**src/rtl/accum_dump.sv**
```systemverilog
// accum_dump: integrate-and-dump accumulator; sums CNT samples into one widened,
// registered frame sum presented on a valid/ready output.
module accum_dump #(
   parameter int DIN = 16,
   parameter int CNT = 4,
   parameter bit SIGNED = 1'b1,
   localparam int DOUT = DIN + $clog2(CNT)
) (
   input  logic            clk,
   input  logic            rst,
   output logic            din_ready,
   input  logic            din_valid,
   input  logic [DIN-1:0]  din_data,
   input  logic            dout_ready,
   output logic            dout_valid,
   output logic [DOUT-1:0] dout_data
);
   localparam int CW = $clog2(CNT) + 1;
   logic [DOUT-1:0] acc_q, acc_d, out_q, out_d, ext, sum;
   logic [CW-1:0] cnt_q, cnt_d;
   logic vld_q, vld_d, last, in_xfer, out_xfer;
   assign ext = SIGNED ? DOUT'(signed'(din_data)) : DOUT'(din_data);
   assign sum = acc_q + ext;
   assign last = cnt_q == CW'(CNT - 1);
   // only the frame-closing sample can stall, and only behind an undrained output
   assign din_ready = !last || !vld_q || dout_ready;
   assign in_xfer = din_valid && din_ready;
   assign out_xfer = vld_q && dout_ready;
   assign dout_valid = vld_q;
   assign dout_data = out_q;
   always_comb begin
      acc_d = in_xfer ? (last ? '0 : sum) : acc_q;
      cnt_d = in_xfer ? (last ? '0 : cnt_q + CW'(1)) : cnt_q;
      out_d = (in_xfer && last) ? sum : out_q;
      vld_d = (in_xfer && last) ? 1'b1 : (out_xfer ? 1'b0 : vld_q);
   end
   always_ff @(posedge clk or negedge rst) begin
      if (!rst) begin
         acc_q <= '0;
         cnt_q <= '0;
         out_q <= '0;
         vld_q <= 1'b0;
      end else begin
         acc_q <= acc_d;
         cnt_q <= cnt_d;
         out_q <= out_d;
         vld_q <= vld_d;
      end
   end
endmodule

```
**config.mk**
```make
export PLATFORM = sky130hd
export DESIGN_NAME = accum_dump
export DESIGN_NICKNAME = d
export VERILOG_FILES = /design/src/rtl/accum_dump.sv
export SDC_FILE = /design/constraint.sdc
export NUM_CORES = 1
export LEC_CHECK = 0
export ABC_AREA = 1
export ABC_CLOCK_PERIOD_IN_PS = 2100
export CAP_MARGIN = 20
export CORE_MARGIN = 2
export CORE_UTILIZATION = 52
export DETAILED_ROUTE_END_ITERATION = 12
export GPL_ROUTABILITY_DRIVEN = 0
export GPL_TIMING_DRIVEN = 0
export PLACE_DENSITY = 0.78
export SLEW_MARGIN = 20
export SYNTH_ARGS = -nofsm -noshare
export SYNTH_HDL_FRONTEND = slang
export SYNTH_SLANG_ARGS = --single-unit
```
**constraint.sdc**
```tcl
create_clock -name clk -period 2.1 [get_ports clk]
set_input_delay 0.525 -clock clk [delete_from_list [all_inputs] [get_ports clk]]
set_output_delay 0.525 -clock clk [all_outputs]
set_load 0.005 [all_outputs]
```
Yosys cells after proc, flatten, opt, wreduce, memory -nomap -nowiden
Index checks and enable logic that the tools add are counted.

operators by class
  add/subtract/negate cells = 2
  multiply operators = 0
  divide/modulo/power cells = 0
  order comparisons = 0
  equal/unequal tests = 1
  shifts and indexed selects = 0
  mux-type cells = 4
  bitwise logic cells = 0
  reduce and logical (&&, ||, !) cells = 8

operators with widths
  cell                                                 count
  adder 18 bit                                         1
  2-to-1 mux 18 bit                                    1
  adder 3 x 1 -> 3 bit, second input constant          1
  equality test 3 x 2 -> 1 bit, second input constant  1
  logical AND 1 bit                                    3
  2-to-1 mux 3 bit                                     1
  zero test 1 bit                                      2
  logical OR 1 bit                                     2
  2-to-1 mux 1 bit                                     2
  nonzero test 2 bit                                   1

word-level totals
  bits in registers = 40
  latch bits = 0
  RAM bits = 0
  memory bits (read-only) = 0
  bits of input ports = 20
  output and inout port bits = 20
  word-level logic and storage cells = 19
  memories kept = 0

Longest topological paths before layout
  depth in word-level cells = 7
  gate-level depth with buffers = 12
  depth with buffers taken out = 12

Least setup slack after synthesis
No wires, ideal clock.

  kind = input -> register
  start = input din_data[0]
  end = register acc_q[16]
  library setup time = 118 ps
  arrival = 1796 ps
  required time = 1982 ps
  slack = 187 ps
  stages = 11
  buffers on the path = 0
  path through = ha_1 inv_1 fa_1 o21ai_2 nand2_1 nand2_1 nand2_1 nand2_1 nand2_1 nand3_1 nand2_1

on the way
  longest elaborated chain between the ends = 2

ends and longest elaborated chain
  item                    line  source
  start: declaration      13    input logic [DIN-1:0] din_data,
  adder 18 bit            23    assign sum = acc_q + ext;
  2-to-1 mux 18 bit       32    acc_d = in_xfer ? (last ? '0 : sum) : acc_q;
  end signal: assignment  39    acc_q <= '0;
  end signal: assignment  44    acc_q <= acc_d;
  end: declaration        19    logic [DOUT-1:0] acc_q, acc_d, out_q, out_d, ext, sum;

No other way between the ends.
A chain may end at the register's enable or synchronous reset.

Final worst setup path
  start = input din_data[7]
  end = register acc_q[16]

The elaborated chain is that of the path after synthesis.

==> out/qor.yml <==
status: "finished clean"
reg2reg_to: "acc_q[16]"
fin_crit_sh_pct: 97.5
die_area_sq_um: 5340
ys_ff_latch: 40
power_frac_clock_pct: 11.9
ys_top_cells_by_area: "dfrtp_1 (40%), nand2_1 (20%), ha_1 (9.1%)"
synth_top_area_share_pct: 40.3
fp.dieH_um: 73.1
hold-worst-slack_ps: 169
insertion_delay_ps: 300
wl_mm: 6.21
grt_pass1_wl_mm: 9.97
reg2reg_setup_slack_ps: 240
drc: 0
grtUsageTotal_pct: 24.3
worstPathRequired_ps: 2280
end_kind: "register"
path_class: "in2reg"
grt_max_degree: 23
layout_min_cycle_time_ps: 2050
swShare_pct: 42.9
skew_ps: 10.5
drive_gt1_share_pct: 11.9
syn_nets: 372
cts_buffers: 5
fmax_ghz: 0.488
total_power_mw: 4.49
pin_count: 40
finalWorstSetupSlack_ps: 52.7
hpwl_mm: 4.40
power_density_nw_per_um2: 1400
die_x_um: 73.1
syn_avg_cell_area_sq_um: 7.45
rows: 25
postRouteAntennaNets: 0
power.net_switching_mw: 1.92
power_frac_comb_pct: 58.2
tightest_slew_ps: 643
synth_async_sr_flop_share_pct: 100
crit_fanout: 5
rr_startpoint: "acc_q[0]"
clock-sinks: 40
slew_headroom_pct: 56.9
core_area_sq_um: 4660
portBuffers: 39
wl_per_cell_um: 14.1
synth_cell_types: 27
hp-class: "in2async"
post-route-cell-area_sq_um: 3200
cts-root-buf: "clkbuf_8"
start_util_pct: 53.2
p_int_mw: 2.56
setup.worst_path.start_class: "primary input"
maxSlewViolCount: 0
synth_area_leader_cell: "dfrtp_1"
ir_worst_vdd_mv: 0.653
antenna_found_initial: 0
place_ws_ps: -571
cp_data_arrival_time_ps: 2230
antenna_cells: 0
synth_flop_cell: "dfrtp_1"
yosysSeqAreaShare_pct: 40.3
overflow: 0
cts_tree: "yes"
p_leak_nw: 1.65
nets: 424
reg2reg_depth: 11
synth-edff-count: 0
grt_pass1_vias: 2256
clk_pin_slew_ps: 80
post_dp_cell_area_sq_um: 2960
drt_iter0_drc: 154
synthesis.area_sq_um: 2480
yosysWarnings: 0
cts_max_path_buffers: 2
areaGrowthSynthToFinish_pct: 28.8
cts_htree_levels: 2
vias: 2327
seq_power_share_pct: 29.8
finalHoldViolations: 0
drt_first_pass_iters: 5
viasPerCell: 5.29
setup_viol: 0
syn_inst: 333
cap_violations: 0
## final cells by class
cell class | instances | area [sq um]
Timing Repair Buffer | 45 | 452
Tap cell | 54 | 67.6
Fill cell | 396 | 1470
Buffer | 6 | 43.8
Sequential cell | 40 | 1000
Inverter | 33 | 124
Clock buffer | 8 | 90.1
Multi-Input combinational cell | 254 | 1420
## cell usage after synthesis (2+ instances only)
cell and instances:
nand3_2 2, inv_2 2, buf_2 2, nand3b_1 10, xor2_1 2, nor3_1 2
a21oi_1 14, and2_1 2, ha_1 18, nand2_1 132, dfrtp_1 40, o21ai_0 19
nand3_1 24, inv_1 31, buf_4 3, nor2_1 16, xnor2_1 4
## power by group through the flow
stage | clock, mW | sequential, mW | combinational (mW)
after global routing | 0.573 | 1.38 | 2.97
final | 0.535 | 1.34 | 2.61
after floorplan | 0 | 1.31 | 1.57
after global placement | 0 | 1.31 | 2.25
after CTS | 0.545 | 1.32 | 2.40
after detailed placement | 0 | 1.33 | 2.34
## logic make-up (layout without fill, tap and decap cells)
group / Yosys count / in the layout / synth area share (%)
compound gates: 39 / 39 / 8.42
flops: 40 / 40 / 40.3
simple gates: 190 / 190 / 32.5
buf+inv: 39 / 92 / 6.76
xor+xnor: 6 / 6 / 2.12
fa+ha+maj: 19 / 19 / 9.88
## worst max path at each step
| stage | from | end | cells after the start |
|---|---|---|---|
| floorplan | din_data[0] | acc_q[16] | 11 |
| global placement | din_data[0] | dout_data[16] | 12 |
| detailed placement | din_data[0] | acc_q[16] | 12 |
| CTS | din_data[0] | acc_q[16] | 12 |
| global route | din_data[4] | acc_q[13] | 11 |
| finish | din_data[7] | acc_q[16] | 9 |
## metrics by stage
step / utilization (%) / cells / TNS (ps)
floorplan: - / 333 / 0
global placement: 63.1 / 426 / -25170
detailed placement: 63.5 / 427 / -8890
CTS: 66.1 / 438 / 0
global route: 68.6 / 440 / -187
finish: 68.6 / 440 / 0
## worst max-delay path: stages
cell             delay, ps
clkdlybuf4s50_1        480
ha_2                   300
a21o_1                 200
a21oi_1                260
nand2_4                120
nand2_2                 90
nand3_1                 90
nand3_1                100
nand2_1                 50
## routing by layer
metal / GRT usage (%) / wire length [um] / part of all wire [%] / vias to the layer above
met5: 0 / 0 / 0 / -
met1: 32.8 / 2770 / 45 / 1075
met3: 4.83 / 377 / 6.1 / 10
met2: 38.4 / 2960 / 48 / 71
met4: 9.47 / 107 / 1.7 / 0
li1: - / - / - / 1171
## sequential cells by signal, indices dropped and copies added, names as in the netlist
signal / cells
acc_q: 18
cnt_q: 3
dout_data: 18
dout_valid: 1
## placed cells by master (no fill, tap or decap), types with 8 or more instances in the layout
cell / n
nand3_1: 23
dfrtp_1: 40
nand3b_1: 10
a21oi_1: 10
clkdlybuf4s50_1: 36
buf_4: 8
ha_1: 12
nand2_1: 124
nor2_1: 16
o21ai_0: 19
inv_1: 31
## what timing repair did
| item | 4_1_cts | 5_1_grt |
|---|---|---|
| setup endpoints to repair | 13 | 18 |
| buffers inserted | 3 | 2 |
| resized for setup | 5 | 20 |
| pin swaps | 1 | 7 |
| hold buffers | 0 | 0 |
Power figures use the tool's default switching activity.
